## config.mk

```make
export PLATFORM = sky130hd
export DESIGN_NAME = ex_muldiv_unit_flat
export DESIGN_NICKNAME = d
export VERILOG_FILES = /design/src/rtl/rv32m_pkg.sv /design/src/rtl/ex_muldiv_unit_if.sv /design/src/rtl/muldiv_datapath.sv /design/src/rtl/ex_muldiv_unit.sv /design/src/flat_wrapper.sv
export SDC_FILE = /design/constraint.sdc
export NUM_CORES = 1
export LEC_CHECK = 0
export CELL_PAD_IN_SITES_DETAIL_PLACEMENT = 1
export CELL_PAD_IN_SITES_GLOBAL_PLACEMENT = 1
export CORE_UTILIZATION = 36
export DETAILED_ROUTE_END_ITERATION = 6
export PLACE_DENSITY_LB_ADDON = 0.1
export SKIP_CTS_REPAIR_TIMING = 1
export SYNTH_ARGS = -nofsm -noshare
export SYNTH_HDL_FRONTEND = slang
export SYNTH_SLANG_ARGS = --single-unit
```

## constraint.sdc

```tcl
create_clock -name CLK -period 18.95 [get_ports CLK]
set_input_delay 5.685 -clock CLK [delete_from_list [all_inputs] [get_ports CLK]]
set_output_delay 5.685 -clock CLK [all_outputs]
set_load 0.005 [all_outputs]
```

## src/rtl/rv32m_pkg.sv

```systemverilog
// Purpose: shared encodings and constants for the RV32M multiply/divide unit.
// Latency: n/a (types, constants and pure helper functions only).
// Backpressure: n/a.
package rv32m_pkg;

  typedef enum logic [2:0] {
    OP_MUL    = 3'b000,
    OP_MULH   = 3'b001,
    OP_MULHSU = 3'b010,
    OP_MULHU  = 3'b011,
    OP_DIV    = 3'b100,
    OP_DIVU   = 3'b101,
    OP_REM    = 3'b110,
    OP_REMU   = 3'b111
  } op_e;

  typedef enum logic [1:0] {
    IDLE    = 2'd0,
    RUN     = 2'd1,
    DONE_ST = 2'd2
  } state_e;

  localparam logic [31:0] DIV0_QUOTIENT = 32'hFFFF_FFFF;
  localparam logic [31:0] INT_MIN       = 32'h8000_0000;
  localparam int          ITER_COUNT    = 32;

  // rs1 is treated as two's complement for every signed op, including MULHSU.
  function automatic logic op_a_signed(input logic [2:0] op);
    case (op)
      OP_MUL, OP_MULH, OP_MULHSU, OP_DIV, OP_REM: op_a_signed = 1'b1;
      default:                                    op_a_signed = 1'b0;
    endcase
  endfunction

  // rs2 is unsigned for MULHSU and the unsigned ops.
  function automatic logic op_b_signed(input logic [2:0] op);
    case (op)
      OP_MUL, OP_MULH, OP_DIV, OP_REM: op_b_signed = 1'b1;
      default:                         op_b_signed = 1'b0;
    endcase
  endfunction

endpackage

```

## src/rtl/ex_muldiv_unit_if.sv

```systemverilog
// Purpose: EX-stage request/result bundle between the ID/EX register and the mul/div unit.
// Latency: n/a (wires only).
// Backpressure: BUSY from the unit freezes the ID/EX register, which holds START/OP/operands.
interface ex_muldiv_unit_if #(parameter int XLEN = 32);
  logic            START;
  logic [2:0]      OP;
  logic [XLEN-1:0] OPERAND_A;
  logic [XLEN-1:0] OPERAND_B;
  logic [XLEN-1:0] RESULT;
  logic            DONE;
  logic            BUSY;

  modport master (output START, OP, OPERAND_A, OPERAND_B, input RESULT, DONE, BUSY);
  modport slave  (input START, OP, OPERAND_A, OPERAND_B, output RESULT, DONE, BUSY);
endinterface

```

## src/rtl/muldiv_datapath.sv

```systemverilog
// Purpose: magnitude conversion, 64-bit shift register with shared 33-bit add/sub step, sign fix-up.
// Latency: one iteration per step cycle; res is valid combinationally from the current step.
// Backpressure: none; sequenced entirely by load/step from the controlling FSM.
module muldiv_datapath
  import rv32m_pkg::*;
(
  input  logic        CLK,
  input  logic        RESET,
  input  logic        load,
  input  logic        step,
  input  logic [2:0]  op,
  input  logic [31:0] a,
  input  logic [31:0] b,
  input  logic [2:0]  op_q,
  input  logic        neg_q,
  output logic        neg,
  output logic [31:0] res
);

  logic        a_neg, b_neg;
  logic [31:0] mag_a, mag_b;
  logic [63:0] sr_d, sr_q, sr_step;
  logic [31:0] dvs_d, dvs_q;
  logic        is_div;
  logic [32:0] lhs, addend, sum;
  logic [63:0] prod_fix;
  logic [31:0] quo_fix, rem_fix;

  // Operand magnitudes and the single result-sign flag (REM follows rs1, others follow sign difference).
  always_comb begin
    a_neg = op_a_signed(op) & a[31];
    b_neg = op_b_signed(op) & b[31];
    mag_a = a_neg ? (~a + 32'd1) : a;
    mag_b = b_neg ? (~b + 32'd1) : b;
    neg   = (op == OP_REM) ? a_neg : (a_neg ^ b_neg);
  end

  // One iteration: multiply adds the multiplicand into the high half then shifts right;
  // divide shifts the remainder/quotient pair left and subtracts if it does not borrow.
  always_comb begin
    is_div  = op_q[2];
    lhs     = is_div ? {sr_q[63:32], sr_q[31]} : {1'b0, sr_q[63:32]};
    addend  = is_div ? ~{1'b0, dvs_q} : (sr_q[0] ? {1'b0, dvs_q} : 33'd0);
    sum     = lhs + addend + {32'd0, is_div};
    if (is_div) begin
      sr_step = sum[32] ? {lhs[31:0], sr_q[30:0], 1'b0} : {sum[31:0], sr_q[30:0], 1'b1};
    end else begin
      sr_step = {sum, sr_q[31:1]};
    end
    sr_d  = sr_q;
    dvs_d = dvs_q;
    if (load) begin
      sr_d  = {32'd0, mag_a};
      dvs_d = mag_b;
    end else if (step) begin
      sr_d  = sr_step;
    end
  end

  // Final sign correction, taken from the step output so the last iteration feeds RESULT directly.
  always_comb begin
    prod_fix = neg_q ? (~sr_step + 64'd1) : sr_step;
    quo_fix  = neg_q ? (~sr_step[31:0] + 32'd1) : sr_step[31:0];
    rem_fix  = neg_q ? (~sr_step[63:32] + 32'd1) : sr_step[63:32];
    case (op_q)
      OP_MUL:                      res = prod_fix[31:0];
      OP_MULH, OP_MULHSU, OP_MULHU: res = prod_fix[63:32];
      OP_DIV, OP_DIVU:             res = quo_fix;
      default:                     res = rem_fix;
    endcase
  end

  // Shift register and divisor/multiplicand hold.
  always_ff @(posedge CLK) begin
    if (RESET) begin
      sr_q  <= '0;
      dvs_q <= '0;
    end else begin
      sr_q  <= sr_d;
      dvs_q <= dvs_d;
    end
  end

endmodule

```

## src/rtl/ex_muldiv_unit.sv

```systemverilog
// Purpose: RV32M mul/div in EX; FSM, iteration count, special cases, DONE/RESULT registers. Option: MULDIV_FAST_MUL_EN.
// Latency: 33 cycles iterative (DONE at T33); 1 cycle for B=0, DIV/REM overflow, or fast multiply.
// Backpressure: BUSY = START && state!=DONE_ST stalls the front end until the result cycle.
module ex_muldiv_unit
  import rv32m_pkg::*;
#(
  parameter int XLEN = 32
) (
  input  logic           CLK,
  input  logic           RESET,
  ex_muldiv_unit_if.slave bus
);

  state_e          state_d, state_q;
  logic [4:0]      cnt_d, cnt_q;
  logic [2:0]      op_d, op_q;
  logic            neg_d, neg_q;
  logic [XLEN-1:0] result_d, result_q;
  logic            done_d, done_q;
  logic            load, step;
  logic            dp_neg;
  logic [31:0]     dp_res;
  logic            special_vld;
  logic [31:0]     special_res;
  logic            fast_vld;
  logic [31:0]     fast_res;

  muldiv_datapath u_dp (
    .CLK   (CLK),
    .RESET (RESET),
    .load  (load),
    .step  (step),
    .op    (bus.OP),
    .a     (bus.OPERAND_A),
    .b     (bus.OPERAND_B),
    .op_q  (op_q),
    .neg_q (neg_q),
    .neg   (dp_neg),
    .res   (dp_res)
  );

  // Divide-by-zero and signed overflow bypass the iteration entirely.
  always_comb begin
    special_vld = 1'b0;
    special_res = '0;
    if (bus.OP[2]) begin
      if (bus.OPERAND_B == 32'd0) begin
        special_vld = 1'b1;
        special_res = bus.OP[1] ? bus.OPERAND_A : DIV0_QUOTIENT;
      end else if (!bus.OP[0] && bus.OPERAND_A == INT_MIN && bus.OPERAND_B == 32'hFFFF_FFFF) begin
        special_vld = 1'b1;
        special_res = bus.OP[1] ? 32'd0 : INT_MIN;
      end
    end
  end

`ifdef MULDIV_FAST_MUL_EN
  logic signed [63:0] fast_a, fast_b, fast_p;

  // Single-cycle 33x33 signed product; operands sign- or zero-extended per op.
  always_comb begin
    fast_a   = {{32{op_a_signed(bus.OP) & bus.OPERAND_A[31]}}, bus.OPERAND_A};
    fast_b   = {{32{op_b_signed(bus.OP) & bus.OPERAND_B[31]}}, bus.OPERAND_B};
    fast_p   = fast_a * fast_b;
    fast_vld = !bus.OP[2];
    fast_res = (bus.OP == OP_MUL) ? fast_p[31:0] : fast_p[63:32];
  end
`else
  // Multiplies take the iterative path in this build.
  always_comb begin
    fast_vld = 1'b0;
    fast_res = '0;
  end
`endif

  // Next-state, counter and result selection.
  always_comb begin
    state_d  = state_q;
    cnt_d    = cnt_q;
    op_d     = op_q;
    neg_d    = neg_q;
    result_d = result_q;
    load     = 1'b0;
    step     = 1'b0;
    case (state_q)
      IDLE: begin
        if (bus.START) begin
          op_d  = bus.OP;
          neg_d = dp_neg;
          if (special_vld) begin
            result_d = special_res;
            state_d  = DONE_ST;
          end else if (fast_vld) begin
            result_d = fast_res;
            state_d  = DONE_ST;
          end else begin
            load    = 1'b1;
            cnt_d   = 5'd0;
            state_d = RUN;
          end
        end
      end
      RUN: begin
        step  = 1'b1;
        cnt_d = cnt_q + 5'd1;
        if (cnt_q == 5'(ITER_COUNT - 1)) begin
          result_d = dp_res;
          state_d  = DONE_ST;
        end
      end
      DONE_ST: state_d = IDLE;
      default: state_d = IDLE;
    endcase
    done_d = (state_d == DONE_ST);
  end

  // State and output registers; reset discards any op in flight.
  always_ff @(posedge CLK) begin
    if (RESET) begin
      state_q  <= IDLE;
      cnt_q    <= '0;
      op_q     <= '0;
      neg_q    <= 1'b0;
      result_q <= '0;
      done_q   <= 1'b0;
    end else begin
      state_q  <= state_d;
      cnt_q    <= cnt_d;
      op_q     <= op_d;
      neg_q    <= neg_d;
      result_q <= result_d;
      done_q   <= done_d;
    end
  end

  assign bus.BUSY   = bus.START && (state_q != DONE_ST);
  assign bus.RESULT = result_q;
  assign bus.DONE   = done_q;

endmodule

```

## src/flat_wrapper.sv

```systemverilog
// flat-port wrapper written by rule: the top's interface ports become plain ports
module ex_muldiv_unit_flat import rv32m_pkg::*;
#(
  parameter int XLEN = 32
)
  (CLK, RESET, bus_START, bus_OP, bus_OPERAND_A, bus_OPERAND_B, bus_RESULT, bus_DONE, bus_BUSY);
  ex_muldiv_unit_if #(.XLEN(XLEN)) bus_i ();
  input  logic CLK;
  input  logic RESET;
  input wire logic [$bits(bus_i.START)-1:0] bus_START;
  input wire logic [$bits(bus_i.OP)-1:0] bus_OP;
  input wire logic [$bits(bus_i.OPERAND_A)-1:0] bus_OPERAND_A;
  input wire logic [$bits(bus_i.OPERAND_B)-1:0] bus_OPERAND_B;
  output wire logic [$bits(bus_i.RESULT)-1:0] bus_RESULT;
  output wire logic [$bits(bus_i.DONE)-1:0] bus_DONE;
  output wire logic [$bits(bus_i.BUSY)-1:0] bus_BUSY;
  assign bus_i.START = bus_START;
  assign bus_i.OP = bus_OP;
  assign bus_i.OPERAND_A = bus_OPERAND_A;
  assign bus_i.OPERAND_B = bus_OPERAND_B;
  assign bus_RESULT = bus_i.RESULT;
  assign bus_DONE = bus_i.DONE;
  assign bus_BUSY = bus_i.BUSY;
  ex_muldiv_unit #(.XLEN(XLEN)) u_core (.CLK(CLK), .RESET(RESET), .bus(bus_i));
endmodule
```

==> key figures <==
Finish
  • Fraction of layout instances using a drive strength above 1: 0.0797
  • Area Overhead vs Synth: 13.8%
  • Post-route insts no fill: 2506
  • # diodes: 0
  • Post-route cell area: 15800 sq um
  • Layout Nets: approximately 2100

Floorplan
  • Die area: 39400 sq um
  • Number of cell rows: 71
  • Chip height: 198 um
  • Ports: 104
  • Die width: approximately 200 um
  • Starting density of the core: 0.367
  • Core area: 37800 sq um

Min path
  • Hold Crit Class: reg -> reg

Critical path
  • Critical path endpoint category: primary output
  • Data arrival time of the critical path: 6.92 ns
  • Critical R2R Capture: u_core.bus.RESULT[20]
  • R2r worst-path depth: 23
  • Critical Path Most Common Cell: clkdlybuf4s50_1
  • CP bufs+invs: 2
  • Worst Setup SP: bus_START
  • Slowest stage delay, CP: 0.54 ns
  • Crit path depth: 3
  • FF-to-FF setup slack: just under 10 ns
  • Crit-path cells: clkdlybuf4s50_1 -> a21boi_0 -> clkdlybuf4s50_1
  • Peak fanout along the critical path: 3
  • Setup crit start kind: primary input
  • Crit path required time: 13.26 ns
  • Reg2reg start: u_core.op_q[2]
  • Crit-path leading delay family: buffers and inverters
  • Capture point of the critical path: bus_BUSY
  • Critical path class: in -> out
  • Slowest-stage cell, CP: clkdlybuf4s50_1

Clock tree
  • CTS Sinks: 140
  • H-Tree Depth: 4
  • Maximum buffer depth of the clock tree: 2
  • Worst skew pair latency: ~0.5 ns
  • Root buffer cell: clkbuf_16
  • CTS tree: yes
  • Clock transition at path regs: approximately 0.070 ns
  • Cts bufs inserted: 17

Detailed routing
  • Routed vias: 15700
  • Total Wirelength: about 63000 um
  • 1st-iter DRT viols: 1364
  • # DRC: 0
  • Final ANT Viol Nets: 0
  • DRT Pass-1 Iters: 5
  • Routed wire per std cell: approximately 25 um
  • Number of vias per cell: approximately 6.3

Yosys
  • Sequential fraction of the synthesis area: 0.202
  • Synthesized area: 13900 sq um
  • Synthesis warning total: 0
  • Mapped Nets: 2079
  • Number of synthesized flops with an enable pin: 0
  • Cells after synthesis: 1968
  • #FFs+latches synth: 140
  • Ys async rst share: 0
  • Yosys cell types: 89
  • Avg Synthesized Cell Area: 7.06 sq um
  • Top FF cell, synth: dfxtp_1

Pwr
  • Clock power share: 0.311
  • Peak supply drop: between 0.07 and 0.08 mV
  • Leakage: about 5.4 nW
  • Switching Power: 0.446 mW
  • Pint: 0.612 mW
  • Sw Share: 0.422
  • Comb power frac: 0.378
  • Power Density: 66.9 nW/um^2
  • Reg power frac: 0.311

Place
  • HPWL after DPL: 47400 um
  • Placed cell count: between 2000 and 2500
  • Setup WS pre-CTS: roughly 6.4 ns
  • Placed instance area: 15300 sq um
  • Gpl congestion: between 0.9 and 1
  • IO buf count: 103

GRT
  • Number of global-route vias before repair: 15200
  • Largest net degree at the start of global routing: 86
  • First-pass GRT wire length: between 90000 and 100000 um
  • Met1 Usage GRT: 0.441
  • Most used routing layer: met2
  • Gr usage total: 0.320
  • Met3 Usage GRT: 0.103
  • Total grt overflow: 0
  • Initial antenna violation count: 1
  • Global routing usage on met2: 0.467

Timing
  • Upper clock frequency limit: between 70 and 80 MHz
  • RSZ-0062 raised after global routing: no
  • Worst slew margin: 0.130
  • Tcrit/Tclk final: 0.665
  • Slew Viols, Final: 0
  • Worst clock skew: 0.0233 ns
  • Count of final setup violators: 0
  • Setup TNS: 0 ns
  • Final Hold Viols: 0
  • Minimum hold slack: 0.472 ns
  • Final worst setup slack: 6.35 ns
  • Worst slew pin tran: 1.27 ns
  • Min Tclk post-route: 12.60 ns

Run status
  • Status: finished, final reports clean

Job
  • Max cap viols: 0
power by group through the flow:
stage	clock network (mW)	logic [mW]	registers [mW]
finish	0.329	0.399	0.329
global route	0.349	0.428	0.331
CTS	0.336	0.390	0.329
detailed placement	0	0.388	0.336
global placement	0	0.381	0.335
floorplan	0	0.256	0.327
metal layers:
layer	wire length, um	part of all wire
met4	1540	0.025
met3	5520	0.088
met5	13	0.00021
met2	26600	0.42
met1	29000	0.46
cell families (layout without fill, tap and decap cells):
logic type / Yosys count / count (layout) / share of synthesized area
compound gates: 658 / 658 / 0.307
xor+xnor: 165 / 165 / 0.104
fa+ha+maj: 41 / 41 / 0.0380
buf+inv: 176 / 203 / 0.0494
flops: 140 / 140 / 0.202
mux: 75 / 75 / 0.0577
simple gates: 713 / 713 / 0.243
cell usage after synthesis, types with 36 or more instances:
master	number	area (sq um)
nand3_1	68	340
xor2_1	60	526
mux2_2	41	462
dfxtp_1	140	2800
a21oi_1	153	766
xnor2_1	105	920
clkbuf_1	111	417
a31oi_1	43	269
nor3_1	57	285
nand2_1	196	736
inv_1	38	143
o22ai_1	36	225
ha_1	39	488
a211oi_1	39	293
o21ai_0	181	906
nor2_1	227	852
registers in the layout, summed over array words and instances (netlist names):
signal,count
u_core.op_q,3
u_core.state_q,2
u_core.bus.DONE,1
u_core.u_dp.sr_q,64
u_core.cnt_q,5
u_core.neg_q,1
u_core.u_dp.dvs_q,32
u_core.bus.RESULT,32
layout make-up:
cell class,instances,area (sq um)
clock buffer,19,433
clock inverter,13,111
fill,4833,22000
inverter,39,146
multi-input combinational,1652,10400
sequential,140,2810
tap,511,639
timing repair buffer,132,1250
stage by stage:
stage	utilization	total power [mW]
final	0.418	1.06
after global routing	0.418	1.11
after CTS	0.418	1.06
after detailed placement	0.404	0.724
after global placement	0.404	0.716
after floorplan	-	0.582
worst min-delay path by stage:
stage | from | cells after the start | slack, ns | to
final | u_core.u_dp.dvs_q[0] | 2 | 0.47 | u_core.u_dp.dvs_q[0]
after global placement | u_core.u_dp.dvs_q[0] | 2 | 0.46 | u_core.u_dp.dvs_q[0]
after detailed placement | u_core.u_dp.dvs_q[0] | 2 | 0.47 | u_core.u_dp.dvs_q[0]
after floorplan | u_core.u_dp.dvs_q[30] | 2 | 0.44 | u_core.u_dp.dvs_q[30]
after global routing | u_core.u_dp.sr_q[59] | 2 | 0.51 | u_core.u_dp.sr_q[59]
after CTS | u_core.u_dp.dvs_q[0] | 2 | 0.48 | u_core.u_dp.dvs_q[0]
layout by cell type (no fill, tap or decap), types with 11 or more instances in the layout:
master,netlist,routed
ha_1,39,39
a21oi_1,153,153
o22ai_1,36,36
xor2_1,60,60
a31oi_1,43,42
o41ai_1,11,11
dfxtp_1,140,138
clkbuf_16,0,17
o31ai_1,34,34
nand2b_1,14,13
nand3_1,68,68
a211oi_1,39,39
mux2_2,41,41
nand2_1,196,196
nor4_1,28,28
nor2_1,227,226
inv_1,38,37
mux2i_1,34,34
nand4_1,25,25
or3_1,20,20
o211ai_1,14,14
nor3_1,57,57
a222oi_1,13,13
o21ai_0,181,180
a21o_1,14,14
clkdlybuf4s50_1,0,102
buf_4,0,30
o21a_1,11,11
xnor2_1,105,105
worst reg2reg max path, stage by stage, from the launching register on:
cell and delay (ns):
dfxtp_4 0.46, inv_2 0.67, buf_4 0.58, fa_1 0.30, inv_1 0.07, fa_1 0.45, a211oi_2 0.35, o211ai_2 0.23
a211oi_2 0.45, or3_1 0.35, a21oi_2 0.27, o21ai_1 0.34, buf_4 0.23, a21boi_0 0.62, ha_1 0.32, o211ai_1 0.23
or4_1 0.58, or2_2 0.32, or3_1 0.39, or3_1 0.42, o41ai_1 0.45, xnor2_1 0.11, a221oi_1 0.69, o22ai_1 0.13
Power figures use the tool's default switching activity.
